File: config.mk
export PLATFORM = sky130hd
export DESIGN_NAME = addend_collector_flat
export DESIGN_NICKNAME = d
export VERILOG_FILES = /design/src/rtl/adder_tree_pkg.sv /design/src/rtl/addend_collector_if.sv /design/src/rtl/addend_collector.sv /design/src/flat_wrapper.sv
export SDC_FILE = /design/constraint.sdc
export NUM_CORES = 1
export LEC_CHECK = 0
export BUFFER_PORTS_ARGS = -buffer_cell sky130_fd_sc_hd__buf_2
export CAP_MARGIN = 0
export CORE_MARGIN = 2
export CORE_UTILIZATION = 35
export DETAILED_ROUTE_END_ITERATION = 16
export SYNTH_ARGS = -nofsm -noshare
export SYNTH_HDL_FRONTEND = slang
export SYNTH_SLANG_ARGS = --single-unit
File: constraint.sdc
create_clock -name clock -period 5.05 [get_ports clock]
set_input_delay 0.505 -clock clock [delete_from_list [all_inputs] [get_ports clock]]
set_output_delay 0.505 -clock clock [all_outputs]
set_load 0.02 [all_outputs]
File: src/rtl/adder_tree_pkg.sv
// Shared definitions for the adder_tree front end.
// Contents:
//   BITWIDTH, NUMBER_OF_ADDENDS : default addend width and frame size
//   FRAME_COUNT_W               : width of the delivered-frame counter
//   collector_state_t           : collector FSM states (FILL, WAIT)
package adder_tree_pkg;

  localparam int BITWIDTH          = 8;
  localparam int NUMBER_OF_ADDENDS = 9;
  localparam int FRAME_COUNT_W     = 16;

  typedef enum logic {
    FILL = 1'b0,  // staging accepts beats
    WAIT = 1'b1   // a closed frame sits in staging until the output frees
  } collector_state_t;

endpackage

File: src/rtl/addend_collector_if.sv
// Handshake bundle between a serial addend producer, the collector and the
// parallel consumer (adder_tree).
// Signals:
//   in_valid/in_ready/in_data/in_last : serial addend stream
//   values/out_valid/out_ready        : parallel frame stream
//   out_short                         : frame was closed early by in_last
// Modports:
//   slave  : the collector
//   master : producer + consumer side (bench or surrounding logic)
interface addend_collector_if
  import adder_tree_pkg::*;
#(
  parameter int bitwidth        = BITWIDTH,
  parameter int numberOfAddends = NUMBER_OF_ADDENDS
) ();

  logic                                          in_valid;
  logic                                          in_ready;
  logic [bitwidth-1:0]                           in_data;
  logic                                          in_last;
  logic [0:numberOfAddends-1][bitwidth-1:0]      values;
  logic                                          out_valid;
  logic                                          out_ready;
  logic                                          out_short;

  modport slave (
    input  in_valid, in_data, in_last, out_ready,
    output in_ready, values, out_valid, out_short
  );

  modport master (
    output in_valid, in_data, in_last, out_ready,
    input  in_ready, values, out_valid, out_short
  );

endinterface

File: src/rtl/addend_collector.sv
// Serial-to-parallel addend collector feeding adder_tree.
// Beats are written into a staging buffer slot by slot; when a frame closes
// (last slot or in_last) it moves into the output register if that register
// is free, otherwise the collector stalls in WAIT until the consumer takes the
// pending output.
// Ports:
//   clock       : rising-edge clock
//   reset       : asynchronous, active-high reset
//   bus         : addend_collector_if.slave (input stream + parallel output)
//   frame_count : frames delivered (out_valid && out_ready), wraps at 2^16
module addend_collector
  import adder_tree_pkg::*;
#(
  parameter int bitwidth        = BITWIDTH,
  parameter int numberOfAddends = NUMBER_OF_ADDENDS
) (
  input  logic                     clock,
  input  logic                     reset,
  addend_collector_if.slave        bus,
  output logic [FRAME_COUNT_W-1:0] frame_count
);

  localparam int IDX_W = $clog2(numberOfAddends);
  localparam logic [IDX_W-1:0] LAST_IDX = IDX_W'(numberOfAddends - 1);

  typedef logic [0:numberOfAddends-1][bitwidth-1:0] frame_t;

  collector_state_t         state_reg, state_next;
  logic [IDX_W-1:0]         idx_reg, idx_next;
  frame_t                   staging_reg, staging_next;
  logic                     short_pending_reg, short_pending_next;
  frame_t                   values_reg, values_next;
  logic                     out_valid_reg, out_valid_next;
  logic                     out_short_reg, out_short_next;
  logic [FRAME_COUNT_W-1:0] frame_count_reg, frame_count_next;

  logic   in_ready_int;
  logic   accept, at_last, close, early, out_free, handshake;
  logic   load, load_short;
  frame_t staged_frame;  // staging with the current beat already written in

  // Ready is a decode of the state register only; gating with reset keeps it
  // low while reset is held and lets it rise as soon as reset is released.
  assign in_ready_int = !reset && (state_reg == FILL);

  assign accept    = bus.in_valid && in_ready_int;
  assign at_last   = (idx_reg == LAST_IDX);
  assign close     = accept && (at_last || bus.in_last);
  assign early     = accept && bus.in_last && !at_last;
  assign out_free  = !out_valid_reg || bus.out_ready;
  assign handshake = out_valid_reg && bus.out_ready;

  // The closing beat must reach the output on the same edge it is accepted,
  // so the output register loads from this merged view rather than staging.
  for (genvar gi = 0; gi < numberOfAddends; gi++) begin : g_slot
    assign staged_frame[gi] = (accept && (idx_reg == IDX_W'(gi))) ? bus.in_data
                                                                  : staging_reg[gi];
  end

  always_comb begin
    state_next         = state_reg;
    idx_next           = idx_reg;
    short_pending_next = short_pending_reg;
    values_next        = values_reg;
    out_valid_next     = out_valid_reg;
    out_short_next     = out_short_reg;
    frame_count_next   = frame_count_reg;
    load               = 1'b0;
    load_short         = 1'b0;

    case (state_reg)
      FILL: begin
        if (close) begin
          if (out_free) begin
            load       = 1'b1;
            load_short = early;
          end else begin
            state_next         = WAIT;
            short_pending_next = early;
          end
        end
      end
      WAIT: begin
        if (bus.out_ready) begin
          load               = 1'b1;
          load_short         = short_pending_reg;
          state_next         = FILL;
          short_pending_next = 1'b0;
        end
      end
      default: state_next = FILL;
    endcase

    if (close) begin
      idx_next = '0;
    end else if (accept) begin
      idx_next = idx_reg + IDX_W'(1);
    end

    // Clearing staging on every transfer is what zero-fills short frames.
    staging_next = load ? '0 : staged_frame;

    if (load) begin
      values_next    = staged_frame;
      out_short_next = load_short;
      out_valid_next = 1'b1;
    end else if (handshake) begin
      out_valid_next = 1'b0;
    end

    if (handshake) begin
      frame_count_next = frame_count_reg + FRAME_COUNT_W'(1);
    end
  end

  always_ff @(posedge clock or posedge reset) begin
    if (reset) begin
      state_reg         <= FILL;
      idx_reg           <= '0;
      staging_reg       <= '0;
      short_pending_reg <= 1'b0;
      values_reg        <= '0;
      out_valid_reg     <= 1'b0;
      out_short_reg     <= 1'b0;
      frame_count_reg   <= '0;
    end else begin
      state_reg         <= state_next;
      idx_reg           <= idx_next;
      staging_reg       <= staging_next;
      short_pending_reg <= short_pending_next;
      values_reg        <= values_next;
      out_valid_reg     <= out_valid_next;
      out_short_reg     <= out_short_next;
      frame_count_reg   <= frame_count_next;
    end
  end

  assign bus.in_ready  = in_ready_int;
  assign bus.values    = values_reg;
  assign bus.out_valid = out_valid_reg;
  assign bus.out_short = out_short_reg;
  assign frame_count   = frame_count_reg;

endmodule

File: src/flat_wrapper.sv
// flat-port wrapper written by rule: the top's interface ports become plain ports
module addend_collector_flat import adder_tree_pkg::*;
#(
  parameter int bitwidth        = BITWIDTH,
  parameter int numberOfAddends = NUMBER_OF_ADDENDS
)
  (clock, reset, frame_count, bus_in_valid, bus_in_data, bus_in_last, bus_out_ready, bus_in_ready, bus_values, bus_out_valid, bus_out_short);
  addend_collector_if #(.bitwidth(bitwidth), .numberOfAddends(numberOfAddends)) bus_i ();
  input  logic clock;
  input  logic reset;
  output logic [FRAME_COUNT_W-1:0] frame_count;
  input wire logic [$bits(bus_i.in_valid)-1:0] bus_in_valid;
  input wire logic [$bits(bus_i.in_data)-1:0] bus_in_data;
  input wire logic [$bits(bus_i.in_last)-1:0] bus_in_last;
  input wire logic [$bits(bus_i.out_ready)-1:0] bus_out_ready;
  output wire logic [$bits(bus_i.in_ready)-1:0] bus_in_ready;
  output wire logic [$bits(bus_i.values)-1:0] bus_values;
  output wire logic [$bits(bus_i.out_valid)-1:0] bus_out_valid;
  output wire logic [$bits(bus_i.out_short)-1:0] bus_out_short;
  assign bus_i.in_valid = bus_in_valid;
  assign bus_i.in_data = bus_in_data;
  assign bus_i.in_last = bus_in_last;
  assign bus_i.out_ready = bus_out_ready;
  assign bus_in_ready = bus_i.in_ready;
  assign bus_values = bus_i.values;
  assign bus_out_valid = bus_i.out_valid;
  assign bus_out_short = bus_i.out_short;
  addend_collector #(.bitwidth(bitwidth), .numberOfAddends(numberOfAddends)) u_core (.clock(clock), .reset(reset), .bus(bus_i), .frame_count(frame_count));
endmodule
-- Yosys cells after proc, flatten, opt, wreduce, memory -nomap -nowiden
Cells that the tools add are included.
- reductions and logical operators: 24
- bitwise logic cells: 1
- muxes and demuxes: 30
- equal/unequal tests: 11
- $add $sub $neg: 2
- operators by type and width (operator ; count):
    $mux W72 ; 1
    $mux W8 ; 9
    $add A16 B1 Y16 const B ; 1
    $eq A4 B3 Y1 const B ; 4
    $logic_and A1 B1 Y1 ; 15
    $mux W1 ; 14
    $eq A4 B2 Y1 const B ; 2
    $mux W4 ; 2
    $pmux W1 S2 ; 4
    $add A4 B1 Y4 const B ; 1
    $eq A4 B1 Y1 const B ; 1
    $eq A4 B4 Y1 const B ; 1
    $logic_not A4 Y1 ; 1
    $ne A2 B2 Y1 const B ; 2
    $reduce_bool A2 Y1 ; 2
    $logic_not A1 Y1 ; 3
    $reduce_and A3 Y1 ; 1
    $logic_or A1 B1 Y1 ; 2
    $ne A2 B1 Y1 const B ; 1
    $not A1 Y1 ; 1
- word-level logic and storage cells: 92
- flip-flop bits (word level): 168
- output and inout bits: 91

-- Logic depth before layout (Yosys ltp)
- word-level depth: 8
- depth in mapped cells: 9
- gate-level depth less buffers: 6

-- Least setup slack after synthesis
No wires, ideal clock.
- kind: input port to flip-flop
- start: input reset
- end: register u_core.values_reg (netlist bit u_core.bus.values[40])
- path slack: -364 ps
- cell stages on the path: 6
- arrival: 5286 ps
- buffers on the path: 2
- cell sequence: inv_1 > and3_1 > o32a_4 > buf_6 > buf_6 > mux2_1
- word-level cells in the longest chain between the ends: 6
- ends and longest elaborated chain (element ; line ; text):
    start, declared ; flat_wrapper.sv:10 ; input logic reset;
    $logic_not A1 Y1 (no line) * ; n/a ;
    $logic_and A1 B1 Y1 * ; addend_collector.sv:44 ; assign in_ready_int = !reset && (state_reg == FILL);
    $logic_and A1 B1 Y1 * ; addend_collector.sv:46 ; assign accept = bus.in_valid && in_ready_int;
    $logic_and A1 B1 Y1 ; addend_collector.sv:48 ; assign close = accept && (at_last || bus.in_last);
    $mux W1 ; addend_collector.sv:73 ; if (close) begin
    $pmux W1 S2 ; addend_collector.sv:71 ; case (state_reg)
    end signal, assigned ; addend_collector.sv:131 ; values_reg <= values_next;
    end, declared ; addend_collector.sv:32 ; frame_t values_reg, values_next;
Mark *: on every way between the ends. The rest lies on a longest branch, timed or not.
A chain may end at the register's enable or synchronous reset.

-- Worst setup path in the final report
- start: register u_core.state_reg
- end: register u_core.values_reg (netlist bit u_core.bus.values[12])
- word-level cells in the longest chain between the ends: 6
- ends and longest elaborated chain (element ; line ; text):
    start, declared ; addend_collector.sv:28 ; collector_state_t state_reg, state_next;
    start signal, assigned ; addend_collector.sv:127 ; state_reg <= state_next;
    $not A1 Y1 ; addend_collector.sv:44, addend_collector.sv:71 ;
    $logic_and A1 B1 Y1 ; addend_collector.sv:44 ;
    $logic_and A1 B1 Y1 ; addend_collector.sv:46 ;
    $logic_and A1 B1 Y1 ; addend_collector.sv:48 ;
    $mux W1 ; addend_collector.sv:73 ;
    $pmux W1 S2 ; addend_collector.sv:71 ;
Several ways; a longest one is shown, not always the timed one.

==> run summary <==
For the net switching power figure, the log shows 0.00104 W. For the pin with the worst max-slew slack, the measured transition is 0.941 ns. After synthesis, the netlist uses 43 different library cells. The tightest hold path in the finished design has a slack of 0.338 ns. STA puts the critical path data required time at 5.35 ns. The gate family responsible for the most delay along the worst path was simple AND/OR/NAND/NOR gates. In this run the cell area measured after placement is 7830 um^2.

The logs give 0 for the aggregate global routing overflow and 0 ns for the sum of negative setup slack. Detailed-route via count: 4219. Fill cells in the final layout number 1901.

The highest clock frequency the design can meet was 338 MHz; the fraction of final layout cells sized beyond drive strength 1 was 31.6%. The tree is rooted in a clkbuf_16. The initial cell density of the core is 35.4%, and the count of input and output buffers is 103. The initial antenna violation count is 0, and the post-layout total power is 0.00362 W. The total of flip-flops plus latches after synthesis came out at 168.

Number of hold-repair buffers added at the cts stage: 0. The largest single stage delay on the critical path is 0.66 ns. The clock passes through at most 2 buffers. The worst setup path is captured at a flop. Global routing used 23.5% of the available met2 tracks.

The share of total power dissipated in the clock network is 37.0%. The run gives 21500 um^2 as the full die area. Combinational logic is responsible for 17.7% of the overall power. For the final database, setup skew stands at 0.00717 ns. In the final design database the tool counted 650 nets. The tools report the total non-filler cell area in the finished layout as 8450 um^2. Setup repair after global routing left no endpoint under its margin. After global routing, the most crowded layer is met2. For this run, the share of the core covered by cells in the final layout is 42.0%. The clock net in this run drives a total of 168 sinks.

The class of the most critical hold timing path was input pin to flop. Internal power of the cells: 0.00259 W. The average footprint of a synthesized cell is 13.4 um^2.

Yosys printed 0 warnings. The logs give 104 for the number of placed I/O pins and 3.26 ns for the arrival time at the worst endpoint. The run gives 4.88% as the routing usage on met3. The leakage power figure is 4.53 nW, and the final number of max-transition violations is 0. For this design the ratio of total power to cell area is 429 nW/um^2. The floorplan step set the die height to 147 um. The critical path is of the flop to flop type. Global routing consumed, on the met1 layer, 19.6% of the routing resources. In the synthesized netlist the async set-or-reset flop fraction comes to 100%. The logs give 0.784 for the placer congestion estimate and 0.230 mV for the peak supply drop.

Number of nets produced by synthesis: 548. Clock-pin slew on the worst setup and hold paths: 0.07 ns. After synthesis the cells add up to 7120 um^2. Of the synthesized area, sequential elements account for 59.1%. The number of buffers inserted by post-CTS setup repair is 0.

The run finished with clean final reports. Switching share of total power: 28.6%. The most used standard cell by instance count after synthesis is dfrtp_1. The flip-flop cell with the highest count after synthesis is dfrtp_1.

In the routed design, unresolved DRC markers number 0. The proportion of power drawn by flip-flops and latches is 45.3%, and the final-report setup violation count is 0. The wire-length estimate of the detail-placed layout is 10.0 mm. The placement row count was 52.

STA classifies the critical path startpoint as a flop. The length of the first detailed-routing pass in iterations is 4, and the clock network latency to the later pin of the worst-skew pair is 0.42 ns. From synthesis to final layout, the design area changed by 18.7%.

The tools report the total of cells resized after clock tree synthesis as 0. Headroom to the max-slew limit came out at 37.3%. The average detailed-routed wire length per instance was 16.6 um; the final count of hold timing violations was 0. For this block, the initial DRC count from the detailed router was 248. TritonCTS created 17 clock buffers.

Buffer and inverter count on the worst path: 1. The critical path goes through or3b_1 -> nor2_8 -> o32a_4 -> buf_4 -> mux2_1. Entering global routing, the biggest net connects 169 pins.

The largest individual stage delay along the critical path comes from the cell o32a_4. The region available for standard cell placement spans 20100 um^2. The commonest cells after synthesis are 168 x dfrtp_1, 57 x mux2_2, 51 x nor2b_1.

The run gives 4428 as the via count of the first global-routing pass. The top cell type by area accounts for 59.1% of the synthesized area. TritonCTS built the clock tree. The post-synthesis cell count is 530, and the wire length of the first global-routing pass is 24.5 mm. Via-per-instance ratio: 4.61. Of all cell types, the one taking the most synthesized area is dfrtp_1.

By area the synthesized netlist is led by dfrtp_1 59%, mux2_2 9.0%, mux2i_1 6.8%. The H-tree generated during clock tree synthesis spans 4 levels. The max-capacitance violation count was 0.

The number of routed nets with antenna violations is 0. The shortest clock period the worst path allows after layout was 2.96 ns; the maximum fanout along the worst path was 60. Ratio of final minimum period to clock period: 58.6%. The final layout contains routed wiring with a total length of 15.2 mm. The die is 147 um wide.

Across every metal layer, demand over resource in global routing totals 14.9%. The repair_antennas step left the layout with diodes totalling 0. The synthesized design contains 0 enable-type register cells.
==> layer usage <==
metal  routed length, um  up-vias  part of all wire, %
met4                 201        0                  1.3
met2                7160       86                   47
met1                7040     2133                   46
met3                 779       13                  5.1
met5                   0        -                    0
li1                    -     1987                    -
==> layout by cell type (no fill, tap or decap), types with 2 or more instances in the layout <==
cell type and count:
xnor2_1 10, clkbuf_16 17, o22ai_1 2, nor2_1 30, mux2i_1 48, a21oi_1 2
nor2b_1 51, ha_1 5, nor4_1 3, nand2b_1 2, buf_2 103, nor4b_2 2
nor3b_1 2, and3_1 6, clkinvlp_4 4, o21ai_0 3, buf_4 4, nand3_1 6
nand2_1 11, nand4_1 6, xor2_1 5, bufinv_16 3, inv_1 30, dfrtp_1 168
clkinv_2 3, mux2_1 40, mux2_2 57, clkbuf_8 3
==> path summary, 6_finish.rpt <==
| kind | from | end | slack [ns] | cells past startpoint |
|---|---|---|---|---|
| worst max-delay path | u_core.state_reg | u_core.bus.values[12] | 2.09 | 5 |
| worst min-delay path | bus_in_last | u_core.idx_reg[3] | 0.34 | 2 |
| worst max register to register | u_core.state_reg | u_core.bus.values[12] | 2.09 | 5 |
| worst min register to register | u_core.frame_count[15] | u_core.frame_count[15] | 0.46 | 1 |
| max in group asynchronous | reset | u_core.bus.values[26] | 3.93 | 3 |
| min in group asynchronous | reset | u_core.frame_count[13] | 0.38 | 3 |
==> power by group through the flow <==
stage                     Combinational, W  Sequential, W  Clock [W]
final                             0.000643        0.00164    0.00134
after global routing              0.000704        0.00167    0.00144
after detailed placement          0.000651        0.00167          0
after floorplan                   0.000302        0.00179          0
after global placement            0.000636        0.00166          0
after CTS                         0.000654        0.00164    0.00138
==> layout make-up <==
class	instances	area (um^2)	area share, %
Multi-Input combinational cell	306	2610	30.8
Clock buffer	21	470	5.57
Sequential cell	168	4200	49.8
Timing Repair Buffer	108	566	6.69
Tap cell	270	338	4.00
Inverter	31	120	1.42
Clock inverter	11	145	1.72
==> cells by family after synthesis <==
kind of cell / Yosys count / share of synthesized area, %
buffers and inverters: 56 / 4.31
and+or+nand+nor: 127 / 10.3
xor gates and xnor gates: 15 / 1.85
DFF: 168 / 59.1
adders and majority gates: 5 / 0.879
AOI/OAI and AO/OA: 14 / 1.51
muxes: 145 / 22.1
==> per-stage QoR <==
step,std cells,setup WS [ns]
floorplan,530,0.622
global placement,883,2.04
detailed placement,883,1.97
CTS,915,2.09
global route,915,1.92
finish,915,2.09
No activity file was read; power rests on OpenSTA's default activity.
